`config.mk`:
```
export PLATFORM = sky130hd
export DESIGN_NAME = sys_cmd_frame_ctrl
export DESIGN_NICKNAME = d
export VERILOG_FILES = /design/src/rtl/sys_cmd_frame_ctrl.sv
export SDC_FILE = /design/constraint.sdc
export NUM_CORES = 1
export LEC_CHECK = 0
export BUFFER_PORTS_ARGS = -buffer_cell sky130_fd_sc_hd__buf_2
export CAP_MARGIN = 20
export CORE_MARGIN = 2
export CORE_UTILIZATION = 55
export CTS_BUF_LIST = sky130_fd_sc_hd__clkbuf_4 sky130_fd_sc_hd__clkbuf_8 sky130_fd_sc_hd__clkbuf_16
export CTS_CLUSTER_DIAMETER = 40
export DETAILED_ROUTE_END_ITERATION = 10
export HOLD_SLACK_MARGIN = 0.03
export MAX_ROUTING_LAYER = met4
export PLACE_DENSITY_LB_ADDON = 0.05
export SLEW_MARGIN = 0
export SYNTH_ARGS = -nofsm -noshare
export SYNTH_HDL_FRONTEND = slang
export SYNTH_SLANG_ARGS = --single-unit
```
`constraint.sdc`:
```
create_clock -name CLK -period 2.3 [get_ports CLK]
set_input_delay 0.345 -clock CLK [delete_from_list [all_inputs] [get_ports CLK]]
set_output_delay 0.345 -clock CLK [all_outputs]
set_load 0.05 [all_outputs]
```
`src/rtl/sys_cmd_frame_ctrl.sv`:
```
`default_nettype none
// ----------------------------------------------------------------------------
// sys_cmd_frame_ctrl: decodes 1-4 byte RX command frames into reg-file/ALU strobes. Rev 1.0
// ----------------------------------------------------------------------------
module sys_cmd_frame_ctrl #(
  parameter int DATA_WIDTH  = 8,
  parameter int ADDR_WIDTH  = 4,
  parameter int FUN_WIDTH   = 4,
  parameter int TIMEOUT_CYC = 1024
) (
  input  logic                  CLK,
  input  logic                  RST,
  input  logic [DATA_WIDTH-1:0] rx_data,
  input  logic                  rx_valid,
  output logic                  wr_en,
  output logic                  rd_en,
  output logic [ADDR_WIDTH-1:0] addr,
  output logic [DATA_WIDTH-1:0] wr_data,
  output logic                  alu_en,
  output logic [FUN_WIDTH-1:0]  alu_fun,
  output logic                  busy,
  output logic                  cmd_err,
  output logic                  frame_err
);

  localparam int                    C_CNT_WIDTH = $clog2(TIMEOUT_CYC);
  localparam logic [C_CNT_WIDTH-1:0] C_TERM     = C_CNT_WIDTH'(TIMEOUT_CYC - 1);
  localparam logic [DATA_WIDTH-1:0] C_OP_WRITE  = DATA_WIDTH'(8'hAA);
  localparam logic [DATA_WIDTH-1:0] C_OP_READ   = DATA_WIDTH'(8'hBB);
  localparam logic [DATA_WIDTH-1:0] C_OP_ALU    = DATA_WIDTH'(8'hCC);
  localparam logic [DATA_WIDTH-1:0] C_OP_ALU_NP = DATA_WIDTH'(8'hDD);

  typedef enum logic [2:0] {
    S_IDLE    = 3'd0,
    S_WR_ADDR = 3'd1,
    S_WR_DATA = 3'd2,
    S_RD_ADDR = 3'd3,
    S_ALU_A   = 3'd4,
    S_ALU_B   = 3'd5,
    S_ALU_FUN = 3'd6
  } state_t;

  state_t                  r_state, w_state_nxt;
  logic [C_CNT_WIDTH-1:0]  r_cnt, w_cnt_nxt;
  logic [ADDR_WIDTH-1:0]   r_addr_lat, w_addr_lat_nxt;
  logic                    w_wr_en, w_rd_en, w_alu_en, w_cmd_err, w_frame_err;
  logic [ADDR_WIDTH-1:0]   w_addr;
  logic [DATA_WIDTH-1:0]   w_wr_data;
  logic [FUN_WIDTH-1:0]    w_alu_fun;
  logic                    w_timeout;

  // A byte landing on the terminal count wins over the timeout.
  assign w_timeout = (r_state != S_IDLE) && !rx_valid && (r_cnt == C_TERM);

  always_comb begin
    w_state_nxt    = r_state;
    w_addr_lat_nxt = r_addr_lat;
    w_wr_en        = 1'b0;
    w_rd_en        = 1'b0;
    w_alu_en       = 1'b0;
    w_cmd_err      = 1'b0;
    w_frame_err    = 1'b0;
    w_addr         = addr;
    w_wr_data      = wr_data;
    w_alu_fun      = alu_fun;
    if (rx_valid) begin
      case (r_state)
        S_IDLE: begin
          if (rx_data == C_OP_WRITE)       w_state_nxt = S_WR_ADDR;
          else if (rx_data == C_OP_READ)   w_state_nxt = S_RD_ADDR;
          else if (rx_data == C_OP_ALU)    w_state_nxt = S_ALU_A;
          else if (rx_data == C_OP_ALU_NP) w_state_nxt = S_ALU_FUN;
          else                             w_cmd_err   = 1'b1;
        end
        S_WR_ADDR: begin
          w_addr_lat_nxt = rx_data[ADDR_WIDTH-1:0];
          w_state_nxt    = S_WR_DATA;
        end
        S_WR_DATA: begin
          w_wr_en     = 1'b1;
          w_addr      = r_addr_lat;
          w_wr_data   = rx_data;
          w_state_nxt = S_IDLE;
        end
        S_RD_ADDR: begin
          w_rd_en     = 1'b1;
          w_addr      = rx_data[ADDR_WIDTH-1:0];
          w_state_nxt = S_IDLE;
        end
        S_ALU_A: begin
          w_wr_en     = 1'b1;
          w_addr      = ADDR_WIDTH'(0);
          w_wr_data   = rx_data;
          w_state_nxt = S_ALU_B;
        end
        S_ALU_B: begin
          w_wr_en     = 1'b1;
          w_addr      = ADDR_WIDTH'(1);
          w_wr_data   = rx_data;
          w_state_nxt = S_ALU_FUN;
        end
        S_ALU_FUN: begin
          w_alu_en    = 1'b1;
          w_alu_fun   = rx_data[FUN_WIDTH-1:0];
          w_state_nxt = S_IDLE;
        end
        default: w_state_nxt = S_IDLE;
      endcase
    end else if (w_timeout) begin
      w_frame_err = 1'b1;
      w_state_nxt = S_IDLE;
    end

    // Held at zero in IDLE, cleared per byte, saturates rather than wrapping.
    w_cnt_nxt = r_cnt;
    if (w_state_nxt == S_IDLE || rx_valid) w_cnt_nxt = '0;
    else if (r_cnt != C_TERM)              w_cnt_nxt = r_cnt + 1'b1;
  end

  always_ff @(posedge CLK or negedge RST) begin
    if (!RST) begin
      r_state    <= S_IDLE;
      r_cnt      <= '0;
      r_addr_lat <= '0;
      wr_en      <= 1'b0;
      rd_en      <= 1'b0;
      alu_en     <= 1'b0;
      addr       <= '0;
      wr_data    <= '0;
      alu_fun    <= '0;
      busy       <= 1'b0;
      cmd_err    <= 1'b0;
      frame_err  <= 1'b0;
    end else begin
      r_state    <= w_state_nxt;
      r_cnt      <= w_cnt_nxt;
      r_addr_lat <= w_addr_lat_nxt;
      wr_en      <= w_wr_en;
      rd_en      <= w_rd_en;
      alu_en     <= w_alu_en;
      addr       <= w_addr;
      wr_data    <= w_wr_data;
      alu_fun    <= w_alu_fun;
      busy       <= (w_state_nxt != S_IDLE);
      cmd_err    <= w_cmd_err;
      frame_err  <= w_frame_err;
    end
  end

endmodule
`default_nettype wire

```
==> impl_metrics.json <==
{
  "status": "completed",
  "syn_inst": 161,
  "end_kind": "flop",
  "ctsHoldBuffers": 0,
  "final_area_um2": 2024,
  "worstPathRequired_ns": 2.51,
  "wl_mm": 3.197,
  "io_pins": 33,
  "synth_seq_area_share": 0.5516,
  "post-place-ws_ns": 0.4738,
  "finalHoldViolations": 0,
  "synth_edf_count": 0,
  "powerDensity_nw_per_um2": 1123,
  "drv_slew": 0,
  "synth_top_area_share": 0.5516,
  "crit_start": "r_state[1]",
  "worst_pin_slew_ns": 0.8196,
  "grt_pass1_wl_mm": 5.223,
  "die_w_um": 60.72,
  "die_h_um": 60.72,
  "ys.flop_type": "dfrtp_1",
  "route.detailed.drc": 0,
  "rr_worst_depth": 3,
  "hold_ws_ns": 0.1028,
  "crit_cells": 3,
  "overflow": 0,
  "grt_pass1_vias": 1124,
  "cts_tree": "done",
  "avgSynthCellArea_um2": 10.99,
  "synth.top_cells.by_area": "dfrtp_1 (55%), nor2_1 (3.8%), nand2_1 (3.6%)",
  "ir_worst_vdd_v": 0.0007578,
  "yosysWarningCount": 0,
  "cp_num_buf_inv": 0,
  "cp_slowest_cell": "dfrtp_1",
  "grt_max_degree": 40,
  "rsz0062_at_grt": "no",
  "firstDrtPassIters": 4,
  "post_synth_instance_area_um2": 1769,
  "power.total_mw": 2.274,
  "ff_latch_area_um2": 975.9,
  "crit_fanout": 14,
  "stdcell_count": 242,
  "finalCoreUtilization": 0.6631,
  "p_sw_frac": 0.4424,
  "viasPerCell": 5.240,
  "fill_cells": 272,
  "cp-start-kind": "flop",
  "path_clk_slew_ns": 0.10,
  "clock_sinks": 39,
  "yosys.area.top_type": "dfrtp_1",
  "skew_ns": 0.006617,
  "area_growth_pct": 14.43,
  "hold_path.class": "input port to asynchronous set/reset pin",
  "placed_cell_area_um2": 1967,
  "cts_buffer_depth": 2,
  "start_util": 0.5795,
  "clkPwrFrac": 0.150,
  "power_frac_comb": 0.422,
  "layout_common_cells": "dfrtp_1 (39), buf_2 (32), nor2_1 (18)",
  "fin_nets": 209,
  "p_leak_nw": 0.9974,
  "slew_headroom": 0.4536,
  "numPortBuffers": 32,
  "cp_cell_sequence": "and2b_1 > o21ai_2 > mux2_1",
  "final_common_cell": "dfrtp_1",
  "slowest_delay_ns": 0.62,
  "place_congestion": 0.7741,
  "cts_setup_buffers": 0,
  "p_seq_frac": 0.428,
  "fp-row-count": 20,
  "hpwl_mm": 2.426,
  "worstSetupPathType": "flop to flop",
  "maxCapViolations": 0,
  "cts-root-buf": "clkbuf_4",
  "syn_nets": 173,
  "n_antenna_cell": 0,
  "drt_iter0_drc": 57,
  "internal-power_mw": 1.268,
  "dp_cells": 234,
  "numCtsBuffers": 5,
  "synthArstFlopShare": 1.000,
  "fin_ws_ns": 0.4600,
  "crit_family": "flip-flops",
  "netlist-cell-type-count": 44,
  "clock.fmax_ghz": 0.5435,
  "vias": 1268,
  "track_usage": 0.2028,
  "postCtsResizedCells": 0,
  "yosys_register_bits": 39,
  "ctsHtreeMaxLevel": 2,
  "p_sw_mw": 1.006,
  "core_area_um2": 3053,
  "finalCriticalPeriod_ns": 1.840,
  "tns_ns": 0,
  "die_area_um2": 3686,
  "drive_gt1_frac": 0.2677,
  "grt_antenna_before_repair": 0,
  "timing.final.crit_share": 0.8000,
  "wire_per_inst_um": 13.21,
  "ant_nets": 0,
  "cp.arrival_ns": 2.05,
  "insertion_delay_ns": 0.33,
  "setup_viol": 0,
  "multiInputGateArea_um2": 726.9,
  "r2r-start": "r_state[1]"
}
worst paths after layout:
path                                   end  slack (ns)
worst max-delay path            wr_data[5]        0.46
worst min-delay path                alu_en        0.10
worst max register to register  wr_data[5]        0.46
worst min register to register    r_cnt[0]        0.47
max in group asynchronous       r_state[2]        1.68
min in group CLK                wr_data[7]        0.24
sequential cells by signal (all words and copies together), names as in the netlist, 3 cells and up:
register and cells:
r_cnt 10, addr 4, r_addr_lat 4, r_state 3, alu_fun 4, wr_data 8
cells by family after synthesis:
logic type / count (synthesis) / synth area share
flip-flops: 39 / 0.5516
AO/OA/AOI/OAI: 34 / 0.1337
adder cells (fa/ha/maj): 1 / 0.007071
AND/OR/NAND/NOR: 56 / 0.1719
buffers and inverters: 14 / 0.03748
multiplexers: 10 / 0.06364
XOR/XNOR: 7 / 0.03465
power groups by stage:
stage / logic [mW] / clock network (mW) / registers [mW]
after detailed placement: 0.968 / 0 / 0.987
after global placement: 0.950 / 0 / 0.975
after global routing: 1.03 / 0.384 / 0.995
final: 0.960 / 0.341 / 0.972
after floorplan: 0.320 / 0 / 1.40
after CTS: 0.969 / 0.358 / 0.973
per-layer routing:
layer	wire (um)	track usage
met1	1584	0.2835
met2	1436	0.2949
met3	149	0.05757
met4	26	0.04658
met5	0	-
layout make-up:
class                   instances  area share
clock inverters                 1    0.002472
well taps                      44     0.02719
multi-input cells             108      0.3591
repair buffers                 34     0.08653
inverters                       9     0.01669
flip-flops and latches         39      0.4821
clock buffers                   7     0.02596
cell usage after synthesis (all sizes together), types with 2 or more instances:
| library cell | number |
|---|---|
| buf | 4 |
| inv | 9 |
| a2111oi | 2 |
| xor2 | 5 |
| nor2 | 18 |
| o211ai | 2 |
| a31oi | 4 |
| nand2b | 3 |
| nand3 | 2 |
| dfrtp | 39 |
| nand4bb | 2 |
| and3 | 3 |
| a21oi | 3 |
| o2bb2ai | 2 |
| xnor2 | 2 |
| nand2 | 17 |
| mux2 | 10 |
| o31ai | 3 |
| nand4 | 3 |
| o21ai | 13 |
No activity file was read; power rests on OpenSTA's default activity.
